## config.mk

```make
export PLATFORM = sky130hd
export DESIGN_NAME = exec_alu_flat
export DESIGN_NICKNAME = d
export VERILOG_FILES = /design/src/rtl/exec_alu_if.sv /design/src/rtl/exec_alu.sv /design/src/flat_wrapper.sv
export SDC_FILE = /design/constraint.sdc
export NUM_CORES = 1
export LEC_CHECK = 0
export CORE_MARGIN = 1.5
export CORE_UTILIZATION = 35
export DETAILED_ROUTE_END_ITERATION = 10
export SYNTH_ARGS = -nofsm -noshare
export SYNTH_HDL_FRONTEND = slang
export SYNTH_SLANG_ARGS = --single-unit
```

## constraint.sdc

```tcl
create_clock -name clk -period 5.6 [get_ports clk]
set_input_delay 1.68 -clock clk [delete_from_list [all_inputs] [get_ports clk]]
set_output_delay 1.68 -clock clk [all_outputs]
set_load 0.02 [all_outputs]
```

## src/rtl/exec_alu_if.sv

```systemverilog
// exec_alu_if: issue/result bundle between the reservation station and the integer ALU
interface exec_alu_if #(
    parameter int VAL_WIDTH    = 32,
    parameter int ADDR_WIDTH   = 32,
    parameter int ROB_ID_WIDTH = 4,
    parameter int OP_WIDTH     = 7
);
    logic                    execute;
    logic                    flush;
    logic [OP_WIDTH-1:0]     op_type;
    logic [VAL_WIDTH-1:0]    val1;
    logic [VAL_WIDTH-1:0]    val2;
    logic [ROB_ID_WIDTH:0]   entry;
    logic [ADDR_WIDTH-1:0]   nowPC;
    logic                    aluReady;
    logic [ROB_ID_WIDTH:0]   entry_out;
    logic [VAL_WIDTH-1:0]    val_out;
    logic [ADDR_WIDTH-1:0]   alu2if_pc;
    logic                    alu2if_con;

    modport master (
        output execute, flush, op_type, val1, val2, entry, nowPC,
        input  aluReady, entry_out, val_out, alu2if_pc, alu2if_con
    );

    modport slave (
        input  execute, flush, op_type, val1, val2, entry, nowPC,
        output aluReady, entry_out, val_out, alu2if_pc, alu2if_con
    );
endinterface

```

## src/rtl/exec_alu.sv

```systemverilog
// exec_alu: single-cycle integer execution unit with registered CDB result and JALR redirect
module exec_alu #(
    parameter int VAL_WIDTH    = 32,
    parameter int ADDR_WIDTH   = 32,
    parameter int ROB_ID_WIDTH = 4,
    parameter int OP_WIDTH     = 7
) (
    input  logic      clk,
    input  logic      rst_in,
    input  logic      rdy_in,
    exec_alu_if.slave bus
);
    localparam logic [2:0] CLS_UJ = 3'b000;
    localparam logic [2:0] CLS_R  = 3'b001;
    localparam logic [2:0] CLS_I  = 3'b010;
    localparam logic [2:0] CLS_BR = 3'b011;

    logic [2:0]            cls;
    logic [3:0]            sub;
    logic [VAL_WIDTH-1:0]  a, b, sum, diff, res;
    logic [4:0]            sh;
    logic                  eq, slt, ult, taken, is_jalr;

    logic                  ready_d, ready_q;
    logic                  con_d, con_q;
    logic [ROB_ID_WIDTH:0] entry_d, entry_q;
    logic [VAL_WIDTH-1:0]  val_d, val_q;
    logic [ADDR_WIDTH-1:0] pc_d, pc_q;

    // decode the opcode and compute the result of the instruction on the inputs
    always_comb begin
        cls     = bus.op_type[6:4];
        sub     = bus.op_type[3:0];
        a       = bus.val1;
        b       = bus.val2;
        sum     = a + b;
        diff    = a - b;
        sh      = b[4:0];
        eq      = a == b;
        slt     = $signed(a) < $signed(b);
        ult     = a < b;
        is_jalr = cls == CLS_I && sub == 4'd10;
        taken   = 1'b0;
        res     = '0;
        case (sub)
            4'd0:    taken = eq;
            4'd1:    taken = !eq;
            4'd4:    taken = slt;
            4'd5:    taken = !slt;
            4'd6:    taken = ult;
            4'd7:    taken = !ult;
            default: taken = 1'b0;
        endcase
        case (cls)
            CLS_UJ:  res = (sub >= 4'd1 && sub <= 4'd3) ? sum : '0;
            CLS_R, CLS_I: begin
                if (is_jalr) res = VAL_WIDTH'(bus.nowPC + ADDR_WIDTH'(4));
                else begin
                    case (sub)
                        4'd0:    res = sum;
                        4'd1:    res = (cls == CLS_I) ? sum : diff;
                        4'd2:    res = a << sh;
                        4'd3:    res = VAL_WIDTH'(slt);
                        4'd4:    res = VAL_WIDTH'(ult);
                        4'd5:    res = a ^ b;
                        4'd6:    res = a >> sh;
                        4'd7:    res = $signed(a) >>> sh;
                        4'd8:    res = a | b;
                        4'd9:    res = a & b;
                        default: res = '0;
                    endcase
                end
            end
            CLS_BR:  res = VAL_WIDTH'(taken);
            default: res = '0;
        endcase
    end

    // next output state: flush clears, stall holds, otherwise capture this cycle's issue
    always_comb begin
        ready_d = ready_q;
        con_d   = con_q;
        entry_d = entry_q;
        val_d   = val_q;
        pc_d    = pc_q;
        if (rdy_in && bus.flush) begin
            ready_d = 1'b0;
            con_d   = 1'b0;
            entry_d = '0;
            val_d   = '0;
            pc_d    = '0;
        end else if (rdy_in) begin
            ready_d = bus.execute;
            con_d   = bus.execute && is_jalr;
            entry_d = bus.execute ? bus.entry : entry_q;
            val_d   = bus.execute ? res : val_q;
            pc_d    = (bus.execute && is_jalr) ? ADDR_WIDTH'({sum[VAL_WIDTH-1:1], 1'b0}) : pc_q;
        end
    end

    // output registers with synchronous reset
    always_ff @(posedge clk) begin
        if (rst_in) begin
            ready_q <= 1'b0;
            con_q   <= 1'b0;
            entry_q <= '0;
            val_q   <= '0;
            pc_q    <= '0;
        end else begin
            ready_q <= ready_d;
            con_q   <= con_d;
            entry_q <= entry_d;
            val_q   <= val_d;
            pc_q    <= pc_d;
        end
    end

    assign bus.aluReady   = ready_q;
    assign bus.alu2if_con = con_q;
    assign bus.entry_out  = entry_q;
    assign bus.val_out    = val_q;
    assign bus.alu2if_pc  = pc_q;
endmodule

```

## src/flat_wrapper.sv

```systemverilog
// flat-port wrapper written by rule: the top's interface ports become plain ports
module exec_alu_flat 
#(
    parameter int VAL_WIDTH    = 32,
    parameter int ADDR_WIDTH   = 32,
    parameter int ROB_ID_WIDTH = 4,
    parameter int OP_WIDTH     = 7
)
  (clk, rst_in, rdy_in, bus_execute, bus_flush, bus_op_type, bus_val1, bus_val2, bus_entry, bus_nowPC, bus_aluReady, bus_entry_out, bus_val_out, bus_alu2if_pc, bus_alu2if_con);
  exec_alu_if #(.VAL_WIDTH(VAL_WIDTH), .ADDR_WIDTH(ADDR_WIDTH), .ROB_ID_WIDTH(ROB_ID_WIDTH), .OP_WIDTH(OP_WIDTH)) bus_i ();
  input  logic clk;
  input  logic rst_in;
  input  logic rdy_in;
  input wire logic [$bits(bus_i.execute)-1:0] bus_execute;
  input wire logic [$bits(bus_i.flush)-1:0] bus_flush;
  input wire logic [$bits(bus_i.op_type)-1:0] bus_op_type;
  input wire logic [$bits(bus_i.val1)-1:0] bus_val1;
  input wire logic [$bits(bus_i.val2)-1:0] bus_val2;
  input wire logic [$bits(bus_i.entry)-1:0] bus_entry;
  input wire logic [$bits(bus_i.nowPC)-1:0] bus_nowPC;
  output wire logic [$bits(bus_i.aluReady)-1:0] bus_aluReady;
  output wire logic [$bits(bus_i.entry_out)-1:0] bus_entry_out;
  output wire logic [$bits(bus_i.val_out)-1:0] bus_val_out;
  output wire logic [$bits(bus_i.alu2if_pc)-1:0] bus_alu2if_pc;
  output wire logic [$bits(bus_i.alu2if_con)-1:0] bus_alu2if_con;
  assign bus_i.execute = bus_execute;
  assign bus_i.flush = bus_flush;
  assign bus_i.op_type = bus_op_type;
  assign bus_i.val1 = bus_val1;
  assign bus_i.val2 = bus_val2;
  assign bus_i.entry = bus_entry;
  assign bus_i.nowPC = bus_nowPC;
  assign bus_aluReady = bus_i.aluReady;
  assign bus_entry_out = bus_i.entry_out;
  assign bus_val_out = bus_i.val_out;
  assign bus_alu2if_pc = bus_i.alu2if_pc;
  assign bus_alu2if_con = bus_i.alu2if_con;
  exec_alu #(.VAL_WIDTH(VAL_WIDTH), .ADDR_WIDTH(ADDR_WIDTH), .ROB_ID_WIDTH(ROB_ID_WIDTH), .OP_WIDTH(OP_WIDTH)) u_core (.clk(clk), .rst_in(rst_in), .rdy_in(rdy_in), .bus(bus_i));
endmodule
```

==> out/qor.yml, run 1 <==
run_status:
  status: "finished, final reports clean"
synth:
  synth_edf_count: 0
  syn-num-nets: 1979
  yosysSeqAreaShare: 0.111
  syn_area_per_cell_um2: 7.17
  synth.distinct_cells: 81
  synth_flop_cell: "dfxtp_1"
  synth_warnings: 0
  synthCells: 1766
  synthArstFlopShare: 0
  synth-seq-cells: 70
  synth_area_mm2: 0.0127
clocking:
  cts_tree: "done"
  postCtsSetupBuffers: 0
  cts_buffers: 9
  cts_root_buffer: "clkbuf_16"
  cts_hold_buf: 0
  cts_max_level: 3
  cts.sinks: 70
  clk_path_buf_depth: 2
  clk_pin_slew_ps: 60
  clk_latency_ps: 340
  post_cts_resized: 0
die:
  num_rows: 69
  die_x_um: 193
  ios: 184
  core-area_mm2: 0.0356
  die_h_um: 193
  die_area_mm2: 0.0373
  initial_core_util: 0.356
grt:
  grt_first_pass_wirelength_um: 98100
  grt_pass1_vias: 14429
  grt.overflow.total: 0
  grt_usage: 0.359
  antenna_found_initial: 3
  grt_max_degree: 75
routing:
  initialDrtViolationCount: 1607
  drt_pre_antenna_iters: 6
  avgRoutedWirePerCell_um: 27.9
  drc: 0
  vias: 15410
  ant_nets: 0
  vias_per_cell: 6.31
  routed_wl_um: 68100
place:
  pre_cts_ws_ps: -1.37
  io_buffers: 182
  gp_congestion: 1.02
  detailed_place_hpwl_um: 55700
  dp.cells: 2426
  placed_cell_area_mm2: 0.0157
timing:
  finalHoldViolCount: 0
  whs_ps: 448
  tns_ps: 0
  rsz0062_at_grt: "no"
  drv_slew: 0
  finalSetupViolCount: 0
  worst_clock_skew_ps: 0
  fin_crit_ps: 5270
  timing.fmax_mhz: 190
  timing.final.ws_setup_ps: 328
  tightest_slew_ps: 1060
  slew_headroom: 0.289
  finalCritPeriodShare: 0.941
finish:
  final_common_cell: "nand2_1"
  finalNetCount: 2189
  fillers: 3772
  num_antenna_cells: 0
  drive_gt1_frac: 0.141
  final_cell_mix: "nand2_1, clkdlybuf4s50_1, a21oi_1, buf_4, nor2_1"
  syn_to_final_growth_pct: 26.9
  final_area_mm2: 0.0161
  stdcell_count: 2442
critical_path:
  r2r-start: "u_core.bus.val_out[10]"
  startpoint: "bus_val1[0]"
  required_ps: 5820
  start_kind: "primary input"
  path_class: "in2reg"
  crit_path_end_kind: "flop"
  critPathArrivalTime_ps: 5490
  worstPathMaxFanout: 5
power_and_ir_drop:
  ir_worst_vdd_mv: 0.159
  powerDensity_mw_per_mm2: 159
  power.leakage_uw: 0.00631
worst_hold_path:
  hp-class: "reg2reg"
  min_from: "u_core.bus.alu2if_pc[29]"
job:
  cap_violations: 0
==> logic make-up after synthesis <==
kind of cell	after synthesis	synth area share
adder cells (fa/ha/maj)	100	0.100
AO/OA/AOI/OAI	571	0.298
XOR/XNOR	84	0.0581
other	1	0.000296
flip-flops	70	0.111
buffers and inverters	235	0.0733
AND/OR/NAND/NOR	579	0.213
multiplexers	126	0.147
==> metrics by stage <==
step	total power, uW	util
4_1_cts	2520	0.452
3_5_place_dp	1880	0.442
3_3_place_gp	1880	0.442
6_report	2550	0.452
5_1_grt	2650	0.452
2_1_floorplan	1280	-
==> report_power, final <==
group	internal, uW	switching [uW]
Combinational	535	865
Clock	426	217
Sequential	505	3.74
==> final cells by class <==
class / instances / area (um2) / area share
well taps: 461 / 577 / 0.0359
flip-flops and latches: 70 / 1400 / 0.0873
multi-input cells: 1461 / 10400 / 0.646
clock inverters: 3 / 65.1 / 0.00405
inverters: 99 / 372 / 0.0231
repair buffers: 335 / 3000 / 0.187
clock buffers: 13 / 270 / 0.0168
==> critical path: stages <==
cell and delay, ps:
clkdlybuf4s50_1 520, inv_1 140, ha_1 190, inv_1 60, fa_1 400, nor2b_1 170, o21ai_0 390, a311o_2 300
a21oi_1 150, o21ai_0 200, buf_4 180, o211ai_1 130, a211oi_1 440, mux2i_1 130, or4_1 390
==> layer usage <==
| metal | vias up | part of all wire | global-route usage |
|---|---|---|---|
| li1 | 6944 | - | - |
| met1 | 7506 | 0.43 | 0.507 |
| met2 | 846 | 0.45 | 0.585 |
| met3 | 110 | 0.083 | 0.0299 |
| met4 | 4 | 0.029 | 0.0959 |
| met5 | - | 0.00040 | 0 |
==> flip-flops by register name (all words and copies together), names as in the netlist <==
| name | cells |
|---|---|
| u_core.bus.entry_out | 5 |
| u_core.bus.aluReady | 1 |
| u_core.bus.alu2if_pc | 31 |
| u_core.bus.val_out | 32 |
| u_core.bus.alu2if_con | 1 |
==> cells in the mapped netlist, types with 34 or more instances <==
master      n  share of area
o21ai_0   104          0.041
xnor2_1    61          0.042
mux4_2     45          0.080
nor3_1     37          0.015
inv_1      97          0.029
a21oi_1   172          0.068
a22oi_1    34          0.020
mux2i_1    53          0.042
o211ai_1   43          0.026
ha_1       98          0.097
dfxtp_1    70           0.11
clkbuf_1   92          0.027
nor2_1    145          0.043
nand2_1   215          0.064
nand3_1    45          0.018
==> worst paths after layout <==
path / to / slack (ps) / cells after the start
worst max-delay path: u_core.bus.val_out[30] / 330 / 15
worst min register to register: u_core.bus.alu2if_pc[29] / 450 / 2
worst min-delay path: u_core.bus.alu2if_pc[29] / 450 / 2
worst max register to register: u_core.bus.val_out[10] / 3440 / 7
Note: power is estimated with default switching activity, not from simulation.
==> run 2: changes to the inputs <==
--- a/config.mk
+++ b/config.mk
@@ -5,9 +5,11 @@
 export SDC_FILE = /design/constraint.sdc
 export NUM_CORES = 1
 export LEC_CHECK = 0
+export CAP_MARGIN = 20
 export CORE_MARGIN = 1.5
 export CORE_UTILIZATION = 35
 export DETAILED_ROUTE_END_ITERATION = 10
+export HOLD_SLACK_MARGIN = 0.03
 export SYNTH_ARGS = -nofsm -noshare
 export SYNTH_HDL_FRONTEND = slang
 export SYNTH_SLANG_ARGS = --single-unit
==> results of run 2 <==
Final layout, timing and power as in run 1 (identical DEF).
==> run 3: changes to the inputs <==
--- a/config.mk
+++ b/config.mk
@@ -5,6 +5,7 @@
 export SDC_FILE = /design/constraint.sdc
 export NUM_CORES = 1
 export LEC_CHECK = 0
+export ABC_AREA = 1
 export CAP_MARGIN = 20
 export CORE_MARGIN = 1.5
 export CORE_UTILIZATION = 35
@@ -13,3 +14,4 @@
 export SYNTH_ARGS = -nofsm -noshare
 export SYNTH_HDL_FRONTEND = slang
 export SYNTH_SLANG_ARGS = --single-unit
+export TNS_END_PERCENT = 1
==> run 3 against run 2 <==
  * Utilization is 2.6 points lower
  * Critical endpoint is now u_core.bus.val_out[13]
  * Critical path type unchanged
  * Critical path depth grew 3
  * Synthesized area rose by 16%
  * Cell area is 8.9% higher
  * Non-clock buffer count down 73
  * Largest power group unchanged
  * Maximum frequency decreased by 3.3%
  * First-iteration DRC count grew 38%
  * Die area rose by 16%
  * Sequential cell count unchanged
  * Global-route usage increased by 2.6 points
==> out/qor.yml, run 3 <==
routing:
  top_layer: "met5"
  ant_nets: 0  # unchanged
  routed_wl_um: 86000  # +26%
  drc: 0  # unchanged
  avgRoutedWirePerCell_um: 24.1  # -14%
  drt_pre_antenna_iters: 7  # +1
  initialDrtViolationCount: 2223  # +38%
  met2_length_um: 39100  # +26%
  vias: 20048  # +30%
  wl_met3_um: 6270  # +11%
  vias_per_cell: 5.61  # -11%
  drt-met1-wl_um: 35000  # +18%
clocking:
  cts_max_level: 3  # unchanged
  cts_buffers: 9  # unchanged
  clk_pin_slew_ps: 60  # about the same
  cts_root_buffer: "clkbuf_16"
  clk_latency_ps: 340  # about the same
  cts_tree: "done"
  clk_path_buf_depth: 2  # unchanged
  cts_hold_buf: 0  # unchanged
  post_cts_resized: 0  # unchanged
  postCtsSetupBuffers: 0  # unchanged
  cts.sinks: 70  # unchanged
timing:
  slew_headroom: 0.374  # +0.0852
  timing.fmax_mhz: 183  # -3.3%
  rsz0062_at_grt: "no"
  finalSetupViolCount: 0  # unchanged
  tns_ps: 0  # unchanged
  finalCritPeriodShare: 0.973  # +0.0321
  fin_crit_ps: 5450  # +180 ps
  tightest_slew_ps: 937  # -121 ps
  drv_slew: 0  # unchanged
  worst_clock_skew_ps: 0  # unchanged
  finalHoldViolCount: 0  # unchanged
critical_path:
  path_class: "in2reg"
  critPathArrivalTime_ps: 5680  # +190 ps
  start_kind: "primary input"
  worstPathMaxFanout: 10  # +5
  required_ps: 5830  # about the same
  startpoint: "bus_val1[12]"
  r2r-start: "u_core.bus.alu2if_pc[11]"
  crit_path_end_kind: "flop"
grt:
  grt_usage: 0.385  # +0.0262
  antenna_found_initial: 1  # -2
  grt_pass1_vias: 18792  # +30%
  grt_first_pass_wirelength_um: 123000  # +25%
  grt.overflow.total: 0  # unchanged
  grt_max_degree: 51  # -32%
job:
  cap_violations: 0  # unchanged
finish:
  syn_to_final_growth_pct: 19.2
  largest_reg_flops: 32  # unchanged
  utilization: 0.426  # -0.0260
  finalNetCount: 3248  # +48%
  final_common_cell: "nand2_1"
  final_area_mm2: 0.0175  # +8.9%
  final_cell_mix: "nand2_1, nand3_1, inv_1, nor2_1, clkdlybuf4s50_1"
  drive_gt1_frac: 0.0549  # -0.0859
  num_antenna_cells: 0  # unchanged
place:
  detailed_place_hpwl_um: 72400  # +30%
  gp_congestion: 1.11  # +8.2%
  placed_cell_area_mm2: 0.0171  # +9.1%
  io_buffers: 182  # unchanged
synth:
  synth_flop_cell: "dfxtp_1"
  synth_warnings: 0  # unchanged
  yosys-top-cells-count: "nand2_1, nand3_1, inv_1"
  synth.most_common_cell: "nand2_1"
  synth_edf_count: 0  # unchanged
  synthArstFlopShare: 0  # unchanged
  synth_top_area_share: 0.268  # +0.157
  yosysSeqAreaShare: 0.0955  # -0.0152
  synthCells: 2885  # +63%
  syn_area_per_cell_um2: 5.09  # -29%
  synth_area_mm2: 0.0147  # +16%
  synth-seq-cells: 70  # unchanged
  synthTopCellsByArea: "nand2_1, nand3_1, inv_1"
  synth_top_area_cell: "nand2_1"
  syn-num-nets: 3098  # +57%
  synth.distinct_cells: 50  # -38%
die:
  initial_core_util: 0.357  # +0.00114
  num_rows: 74  # +7.2%
  die_x_um: 208  # +7.6%
  core-area_mm2: 0.0411  # +16%
  die_h_um: 208  # +7.6%
  ios: 184  # unchanged
  die_area_mm2: 0.0432  # +16%
worst_hold_path:
  hp-class: "reg2reg"
  min_from: "u_core.bus.entry_out[0]"
power_and_ir_drop:
  power.leakage_uw: 0.00938  # +49%
  powerDensity_mw_per_mm2: 151  # -4.7%
  power.switching_uw: 1310  # +20%
  combPwrFrac: 0.558  # +0.009
  sequentialPowerShare: 0.191  # -0.008
  swShare: 0.493  # +0.0672
  clkPwrFrac: 0.251  # about the same
  p_int_uw: 1340  # -8.4%
  ir_worst_vdd_mv: 0.115  # -28%
run_status:
  status: "finished, final reports clean"
==> run 3: cell types whose count changed after synthesis, moves of 28 or more <==
| cell | previous run | this run |
|---|---|---|
| mux4_2 | 45 | 0 |
| xnor2_1 | 61 | 0 |
| clkbuf_1 | 92 | 34 |
| inv_1 | 97 | 409 |
| nand2_1 | 215 | 1046 |
| a21oi_1 | 172 | 129 |
| nor2_1 | 145 | 216 |
| buf_2 | 21 | 62 |
| mux2i_1 | 53 | 1 |
| a22oi_1 | 34 | 0 |
| mux2_2 | 28 | 0 |
| nand3_1 | 45 | 420 |
==> run 3: power by group through the flow <==
stage	combinational (uW)	sequential [uW]	clock, uW
detailed placement	1430	517	0
floorplan	806	522	0
CTS	1430	506	666
global route	1570	506	686
finish	1480	506	664
global placement	1430	517	0
==> run 3: critical path: stages <==
cell,delay [ps]
clkdlybuf4s50_1,560
inv_1,80
ha_1,540
nand2_1,250
nor2_1,500
nand2_1,240
inv_1,100
nand2_1,70
nand2_1,150
nand2_1,110
nand2_1,220
o21ai_0,250
a21oi_1,540
nand3_1,130
nand2_1,90
nand2_1,50
nand2_1,50
a21oi_1,70
==> run 3: stage by stage <==
stage	hold slack (ps)	worst slack (ps)	cells	total power [uW]
finish	464	148	3572	2650
global route	487	131	3572	2770
CTS	467	449	3571	2600
detailed placement	457	97.8	3555	1940
global placement	452	-61.8	3555	1940
floorplan	540	1530	2885	1330
==> run 3: path summary, 6_finish.rpt <==
check / endpoint / slack (ps) / depth (start not counted)
setup reg to reg: u_core.bus.alu2if_pc[11] / 4800 / 3
hold / removal: u_core.bus.entry_out[0] / 460 / 2
hold reg to reg: u_core.bus.entry_out[0] / 460 / 2
setup / recovery: u_core.bus.val_out[13] / 150 / 18
==> run 3: area by class of cell <==
type,count,area [um2]
clock buffer,11,253
fill,4736,23600
sequential,70,1400
clock inverter,5,81.3
inverter,429,1610
timing repair buffer,262,2410
tap,532,666
multi-input combinational,2263,11100
==> run 3: per-layer routing <==
layer / up-vias / track usage
met5: - / 0.00222
met4: 2 / 0.224
met3: 193 / 0.0496
met2: 979 / 0.641
met1: 9429 / 0.477
li1: 9445 / -
==> run 3: logic make-up (layout without fill, tap and decap cells) <==
| logic type | count (synthesis) | count (layout) | synth area share |
|---|---|---|---|
| AO/OA/AOI/OAI | 339 | 339 | 0.131 |
| XOR/XNOR | 17 | 17 | 0.0101 |
| adder cells (fa/ha/maj) | 100 | 100 | 0.0863 |
| buffers and inverters | 552 | 707 | 0.151 |
| flip-flops | 70 | 70 | 0.0955 |
| multiplexers | 1 | 1 | 0.000682 |
| other | 1 | 1 | 0.000256 |
| AND/OR/NAND/NOR | 1805 | 1805 | 0.525 |
